File: config.mk
export PLATFORM = sky130hd
export DESIGN_NAME = usb_rx_unstuff_shift_flat
export DESIGN_NICKNAME = d
export VERILOG_FILES = /design/src/rtl/usb_rx_unstuff_shift_pkg.sv /design/src/rtl/usb_rx_unstuff_shift_if.sv /design/src/rtl/usb_rx_unstuff_shift_stuff_detect.sv /design/src/rtl/usb_rx_unstuff_shift.sv /design/src/flat_wrapper.sv
export SDC_FILE = /design/constraint.sdc
export NUM_CORES = 1
export LEC_CHECK = 0
export CAP_MARGIN = 20
export CORE_MARGIN = 2
export CORE_UTILIZATION = 54
export CTS_CLUSTER_SIZE = 10
export DETAILED_ROUTE_END_ITERATION = 12
export GPL_TIMING_DRIVEN = 0
export PLACE_DENSITY = 0.81
export SLEW_MARGIN = 10
export SYNTH_ARGS = -nofsm -noshare
export SYNTH_HDL_FRONTEND = slang
export SYNTH_HIERARCHICAL = 1
export SYNTH_SLANG_ARGS = --single-unit
export TNS_END_PERCENT = 100
File: constraint.sdc
create_clock -name clk -period 4.6 [get_ports clk]
set_input_delay 0.46 -clock clk [delete_from_list [all_inputs] [get_ports clk]]
set_output_delay 0.46 -clock clk [all_outputs]
set_load 0.05 [all_outputs]
File: src/rtl/usb_rx_unstuff_shift_pkg.sv
// Shared USB receive-path definitions: state encoding and protocol constants
// used by the unstuff, CRC and PID stages.
package usb_rx_pkg;

    typedef enum logic [1:0] {
        IDLE = 2'd0,
        RUN  = 2'd1,
        ERR  = 2'd2
    } rx_state_t;

    localparam int USB_STUFF_LIMIT = 6;
    localparam int USB_BYTE_BITS   = 8;

endpackage

File: src/rtl/usb_rx_unstuff_shift_if.sv
// Bit-level receive bus between the NRZI decoder side and the unstuff/shift stage.
interface usb_rx_unstuff_shift_if
    import usb_rx_pkg::*;
#(
    parameter int DATA_BITS = USB_BYTE_BITS
);

    logic                 d_orig;
    logic                 shift_strobe;
    logic                 start;
    logic                 eop;
    logic [DATA_BITS-1:0] rx_byte;
    logic                 byte_ready;
    logic                 stuff_err;
    logic                 align_err;
    logic                 busy;

    modport master (
        output d_orig, shift_strobe, start, eop,
        input  rx_byte, byte_ready, stuff_err, align_err, busy
    );

    modport slave (
        input  d_orig, shift_strobe, start, eop,
        output rx_byte, byte_ready, stuff_err, align_err, busy
    );

endinterface

File: src/rtl/usb_rx_unstuff_shift_stuff_detect.sv
// Counts consecutive received 1s and classifies the bit that follows a full run
// as either a droppable stuff bit or a stuffing violation.
module usb_stuff_detect
    import usb_rx_pkg::*;
#(
    parameter int STUFF_LIMIT = USB_STUFF_LIMIT
) (
    input  logic clk,
    input  logic rst,
    input  logic d_orig,
    input  logic shift_strobe,
    input  logic clear,
    input  logic load_one,
    output logic drop_bit,
    output logic stuff_violation
);

    localparam int OW = $clog2(STUFF_LIMIT + 1);

    logic [OW-1:0] ones_cnt_r;
    logic [OW-1:0] ones_cnt_nxt_s;
    logic          at_limit_s;

    assign at_limit_s = (ones_cnt_r == OW'(STUFF_LIMIT));

    // Run-length update and stuff-point classification
    always_comb begin
        ones_cnt_nxt_s  = ones_cnt_r;
        drop_bit        = 1'b0;
        stuff_violation = 1'b0;
        if (clear) begin
            ones_cnt_nxt_s = '0;
        end else if (load_one) begin
            // The last SYNC bit is a 1 and already counts toward the run.
            ones_cnt_nxt_s = OW'(1);
        end else if (shift_strobe) begin
            if (at_limit_s) begin
                if (d_orig) begin
                    stuff_violation = 1'b1;
                end else begin
                    drop_bit       = 1'b1;
                    ones_cnt_nxt_s = '0;
                end
            end else if (d_orig) begin
                ones_cnt_nxt_s = ones_cnt_r + OW'(1);
            end else begin
                ones_cnt_nxt_s = '0;
            end
        end else begin
            ones_cnt_nxt_s = ones_cnt_r;
        end
    end

    // Run-length register
    always_ff @(posedge clk or posedge rst) begin
        if (rst) begin
            ones_cnt_r <= '0;
        end else begin
            ones_cnt_r <= ones_cnt_nxt_s;
        end
    end

endmodule

File: src/rtl/usb_rx_unstuff_shift.sv
// USB receive unstuff stage: drops stuff bits, assembles LSB-first bytes and
// reports stuffing violations and packets ending mid-byte.
module usb_rx_unstuff_shift
    import usb_rx_pkg::*;
#(
    parameter int DATA_BITS   = USB_BYTE_BITS,
    parameter int STUFF_LIMIT = USB_STUFF_LIMIT
) (
    input logic             clk,
    input logic             rst,
    usb_rx_unstuff_shift_if.slave rx
);

    localparam int CW = $clog2(DATA_BITS);
    localparam logic [CW-1:0] LAST_BIT = CW'(DATA_BITS - 1);

    rx_state_t            state_r;
    rx_state_t            state_nxt_s;
    logic [DATA_BITS-1:0] shift_r;
    logic [DATA_BITS-1:0] shift_nxt_s;
    logic [CW-1:0]        bit_cnt_r;
    logic [DATA_BITS-1:0] rx_byte_r;
    logic                 byte_ready_r;
    logic                 stuff_err_r;
    logic                 align_err_r;
    logic                 busy_r;
    logic                 run_strobe_s;
    logic                 drop_bit_s;
    logic                 violation_s;
    logic                 shift_en_s;
    logic                 byte_done_s;

    // eop and start pre-empt any strobe arriving in the same cycle.
    assign run_strobe_s = (state_r == RUN) && rx.shift_strobe && !rx.eop && !rx.start;
    assign shift_en_s   = run_strobe_s && !drop_bit_s && !violation_s;
    assign byte_done_s  = shift_en_s && (bit_cnt_r == LAST_BIT);
    assign shift_nxt_s  = {rx.d_orig, shift_r[DATA_BITS-1:1]};

    usb_stuff_detect #(
        .STUFF_LIMIT (STUFF_LIMIT)
    ) u_stuff_detect (
        .clk             (clk),
        .rst             (rst),
        .d_orig          (rx.d_orig),
        .shift_strobe    (run_strobe_s),
        .clear           (rx.eop),
        .load_one        (rx.start),
        .drop_bit        (drop_bit_s),
        .stuff_violation (violation_s)
    );

    // FSM state register
    always_ff @(posedge clk or posedge rst) begin
        if (rst) begin
            state_r <= IDLE;
        end else begin
            state_r <= state_nxt_s;
        end
    end

    // FSM next-state logic
    always_comb begin
        state_nxt_s = state_r;
        case (state_r)
            IDLE: begin
                if (rx.eop)        state_nxt_s = IDLE;
                else if (rx.start) state_nxt_s = RUN;
                else               state_nxt_s = IDLE;
            end
            RUN: begin
                if (rx.eop)           state_nxt_s = IDLE;
                else if (rx.start)    state_nxt_s = RUN;
                else if (violation_s) state_nxt_s = ERR;
                else                  state_nxt_s = RUN;
            end
            ERR: begin
                if (rx.eop)        state_nxt_s = IDLE;
                else if (rx.start) state_nxt_s = RUN;
                else               state_nxt_s = ERR;
            end
            default: state_nxt_s = IDLE;
        endcase
    end

    // Datapath: shift register, bit counter, byte output and status flags
    always_ff @(posedge clk or posedge rst) begin
        if (rst) begin
            shift_r      <= '0;
            bit_cnt_r    <= '0;
            rx_byte_r    <= '0;
            byte_ready_r <= 1'b0;
            stuff_err_r  <= 1'b0;
            align_err_r  <= 1'b0;
            busy_r       <= 1'b0;
        end else begin
            byte_ready_r <= 1'b0;
            align_err_r  <= 1'b0;
            busy_r       <= (state_nxt_s != IDLE);
            if (rx.eop) begin
                shift_r     <= '0;
                bit_cnt_r   <= '0;
                stuff_err_r <= 1'b0;
                align_err_r <= (state_r == RUN) && (bit_cnt_r != '0);
            end else if (rx.start) begin
                shift_r     <= '0;
                bit_cnt_r   <= '0;
                stuff_err_r <= 1'b0;
            end else if (violation_s) begin
                stuff_err_r <= 1'b1;
            end else if (shift_en_s) begin
                shift_r <= shift_nxt_s;
                if (byte_done_s) begin
                    bit_cnt_r    <= '0;
                    rx_byte_r    <= shift_nxt_s;
                    byte_ready_r <= 1'b1;
                end else begin
                    bit_cnt_r <= bit_cnt_r + CW'(1);
                end
            end
        end
    end

    assign rx.rx_byte    = rx_byte_r;
    assign rx.byte_ready = byte_ready_r;
    assign rx.stuff_err  = stuff_err_r;
    assign rx.align_err  = align_err_r;
    assign rx.busy       = busy_r;

endmodule

File: src/flat_wrapper.sv
// flat-port wrapper written by rule: the top's interface ports become plain ports
module usb_rx_unstuff_shift_flat import usb_rx_pkg::*;
#(
    parameter int DATA_BITS   = USB_BYTE_BITS,
    parameter int STUFF_LIMIT = USB_STUFF_LIMIT
)
  (clk, rst, rx_d_orig, rx_shift_strobe, rx_start, rx_eop, rx_rx_byte, rx_byte_ready, rx_stuff_err, rx_align_err, rx_busy);
  usb_rx_unstuff_shift_if #(.DATA_BITS(DATA_BITS)) rx_i ();
  input logic clk;
  input logic rst;
  input wire logic [$bits(rx_i.d_orig)-1:0] rx_d_orig;
  input wire logic [$bits(rx_i.shift_strobe)-1:0] rx_shift_strobe;
  input wire logic [$bits(rx_i.start)-1:0] rx_start;
  input wire logic [$bits(rx_i.eop)-1:0] rx_eop;
  output wire logic [$bits(rx_i.rx_byte)-1:0] rx_rx_byte;
  output wire logic [$bits(rx_i.byte_ready)-1:0] rx_byte_ready;
  output wire logic [$bits(rx_i.stuff_err)-1:0] rx_stuff_err;
  output wire logic [$bits(rx_i.align_err)-1:0] rx_align_err;
  output wire logic [$bits(rx_i.busy)-1:0] rx_busy;
  assign rx_i.d_orig = rx_d_orig;
  assign rx_i.shift_strobe = rx_shift_strobe;
  assign rx_i.start = rx_start;
  assign rx_i.eop = rx_eop;
  assign rx_rx_byte = rx_i.rx_byte;
  assign rx_byte_ready = rx_i.byte_ready;
  assign rx_stuff_err = rx_i.stuff_err;
  assign rx_align_err = rx_i.align_err;
  assign rx_busy = rx_i.busy;
  usb_rx_unstuff_shift #(.DATA_BITS(DATA_BITS), .STUFF_LIMIT(STUFF_LIMIT)) u_core (.clk(clk), .rst(rst), .rx(rx_i));
endmodule
==> results.tsv <==
stage	metric	value	unit
status	status	completed	
grt	largest net degree at the start of global routing	25	
timing	minimum clock period	2.586	ns
logic_synthesis	count leader, synth	dfrtp_1	
die	Die Span Y	52.69	um
timing	final setup TNS	0	ns
place	PortBufs	17	
worst_hold_path	min-delay worst type	in2async	
worst_setup_path	worst path arrival time	2.82	ns
clock_tree	clock-pin slew on the worst setup and hold paths	0.14	ns
grt	first-pass GRT wire length	3.746	mm
die	die width	52.69	um
worst_setup_path	FF-to-FF setup slack	2.42	ns
logic_synthesis	#FFs+latches synth	27	
clock_tree	hold buffers post-CTS	0	
finish	synth-to-layout area growth	18.18	%
pwr	pwr dens	247.5	nW/um^2
clock_tree	clk sinks	27	
worst_setup_path	CP Class	in2reg	
place	HPWL Detailed	1.588	mm
grt	vias in the first global route	884	
worst_setup_path	Critical Path Sink Type	register	
timing	RSZ-0062 raised after global routing	no	
logic_synthesis	Post-synth ARST share	100.0	%
logic_synthesis	area share of the largest cell type after synthesis	52.79	%
timing	clock skew	0.004524	ns
die	core area	2233	um^2
clock_tree	Skew-Pair Late Insertion Delay	0.33	ns
timing	Worst-Margin Slew	0.9077	ns
finish	Filler cells	182	
pwr	Static Leak	0.7542	nW
timing	FMAX	386.7	MHz
die	Ports	18	
finish	Nets	148	
worst_setup_path	CP startpoint	rx_eop	
finish	ant diodes	0	
grt	All-Layer GR Usage	19.05	%
worst_setup_path	worst setup path end	u_core/rx.rx_byte[4]	
worst_setup_path	startpoint class of the critical path	input pin	
die	site row count	17	
run	Max Cap Violations	0	
clock_tree	root buf cell	clkbuf_4	
worst_setup_path	Crit path largest cell delay	0.63	ns
grt	final global-route overflow total	0	
worst_setup_path	most used cell, CP	nor2_1	
place	Final GP Congestion	0.7709	
finish	Design Area, Final	1513	um^2
logic_synthesis	synth unique cells	27	
worst_setup_path	RR Endpoint	u_core/rx.rx_byte[4]	
logic_synthesis	Synth area leader	dfrtp_1	
route	wire per inst	13.20	um
route	Starting DRT DRC Count	16	
clock_tree	CTS HTree Levels	1	
route	vias after detailed routing	868	
worst_setup_path	r2r startpoint	u_core/state_r[1]	
route	TritonRoute pass-1 iters	4	
route	drt drc	0	
place	Placed Area	1485	um^2
grt	initial antenna violation count	0	
timing	Hold WS	0.2934	ns
logic_synthesis	ys flop type	dfrtp_1	
route	drt via density	5.293	
timing	fin. max-slew vios	0	
clock_tree	clk buf depth	2	
worst_setup_path	worst path cell trace	clkdlybuf4s50_1, nor4b_4, and2_2, nand2_1, nor2_1, nor2_1, nand4_4, mux2_2	
clock_tree	CTS tree	built	
logic_synthesis	synthesized area	1280	um^2
logic_synthesis	Area contributors post-synth	dfrtp_1, mux2i_1, mux2_2	
die	Initial Util	57.31	%
logic_synthesis	Mean Syn Cell Area	11.13	um^2
pwr	Peak supply drop	0.1592	mV
timing	relative slew slack	39.42	%
logic_synthesis	part of the Yosys area used for sequential elements	52.79	%
worst_setup_path	Required @ worst endpoint	4.83	ns
worst_setup_path	CP max stage cell	clkdlybuf4s50_1	
logic_synthesis	Post-Syn Instances	115	
timing	Final Hold Violating Endpoints	0	
route	post-route ant nets	0	
logic_synthesis	Synth warnings	6	
logic_synthesis	synth cell count leaders	dfrtp_1, inv_1, nand2_1, mux2i_1, mux2_2	
worst_setup_path	R2R depth	7	
worst_setup_path	Crit Path Max Fanout	10	
timing	period utilization	56.22	%
logic_synthesis	syn_nets	126	
clock_tree	setup bufs post-CTS	0	
route	WL final	2.165	mm
logic_synthesis	EDFF count, synth	0	
clock_tree	post-CTS sizing	0	
finish	share of cells above drive strength 1	13.24	%
clock_tree	total CTS buffers	3	
timing	setup violators final	0	
die	Die ar.	2776	um^2
-- metal layers --
layer / vias up / part of all wire [%] / track usage, %
li1: 421 / - / -
met1: 424 / 44 / 22.53
met2: 19 / 52 / 31.67
met3: 4 / 3.0 / 3.429
met4: 0 / 1.6 / 11.97
met5: - / 0 / 0
-- critical path: cells and delay by family --
| kind | cells | cell delay [ns] |
|---|---|---|
| buffers and inverters | 1 | 0.63 |
| muxes | 1 | 0.36 |
| and+or+nand+nor | 6 | 1.36 |
-- cell type report --
cell class | instances | area, um^2 | area share [%]
Tap cell | 28 | 35.03 | 2.316
Buffer | 2 | 11.26 | 0.7444
Clock buffer | 3 | 22.52 | 1.489
Inverter | 17 | 63.81 | 4.218
Multi-Input combinational cell | 69 | 529.3 | 34.99
Timing Repair Buffer | 17 | 170.2 | 11.25
Sequential cell | 27 | 675.6 | 44.67
Clock inverter | 1 | 5.005 | 0.3309
-- state kept, by name, indices dropped and copies added (netlist names) --
signal / cells
u_core/rx.stuff_err: 1
u_core/shift_r: 7
u_core/rx.busy: 1
u_core/state_r: 2
u_core/rx.byte_ready: 1
u_core/u_stuff_detect/ones_cnt_r: 3
u_core/rx.rx_byte: 8
u_core/bit_cnt_r: 3
u_core/rx.align_err: 1
-- through the flow --
step | utilization (%) | instances | worst slack, ns | power (mW)
CTS | 67.73 | 164 | 2.049 | 0.3791
detailed placement | 66.50 | 160 | 1.683 | 0.2759
finish | 67.73 | 164 | 2.014 | 0.3743
global route | 67.73 | 164 | 1.942 | 0.3924
floorplan | - | 115 | 2.625 | 0.2627
global placement | 66.50 | 160 | 1.725 | 0.2748
-- worst min-delay path by stage --
stage / end / slack (ns) / cells past startpoint / start
floorplan: u_core/u_stuff_detect/ones_cnt_r[0] / 0.21 / 1 / rst
global placement: u_core/rx.stuff_err / 0.48 / 1 / u_core/rx.stuff_err
detailed placement: u_core/rx.stuff_err / 0.48 / 1 / u_core/rx.stuff_err
CTS: u_core/u_stuff_detect/ones_cnt_r[2] / 0.28 / 2 / rst
global route: u_core/u_stuff_detect/ones_cnt_r[2] / 0.29 / 2 / rst
finish: u_core/u_stuff_detect/ones_cnt_r[0] / 0.29 / 2 / rst
-- layout by cell type (no fill, tap or decap), types with 3 or more instances in the layout --
cell type / instances
mux2i_1: 10
inv_1: 17
nor3_1: 3
ha_1: 5
clkbuf_4: 3
nor2_1: 6
a21oi_1: 5
mux2_2: 8
clkdlybuf4s50_1: 17
dfrtp_1: 27
nand2_1: 13
-- power breakdown --
part | total [mW] | internal [mW] | switching, mW
sequential | 0.242 | 0.240 | 0.00213
combinational | 0.0292 | 0.0108 | 0.0185
clock | 0.103 | 0.0327 | 0.0705
-- logic make-up (layout without fill, tap and decap cells) --
logic type,Yosys count,in the layout,synth area share (%)
AOI/OAI and AO/OA,12,12,6.452
adders and majority gates,5,5,4.888
buffers and inverters,19,40,5.865
DFF,27,27,52.79
muxes,18,18,14.86
and+or+nand+nor,34,34,15.15
Note: power is estimated with default switching activity, not from simulation.
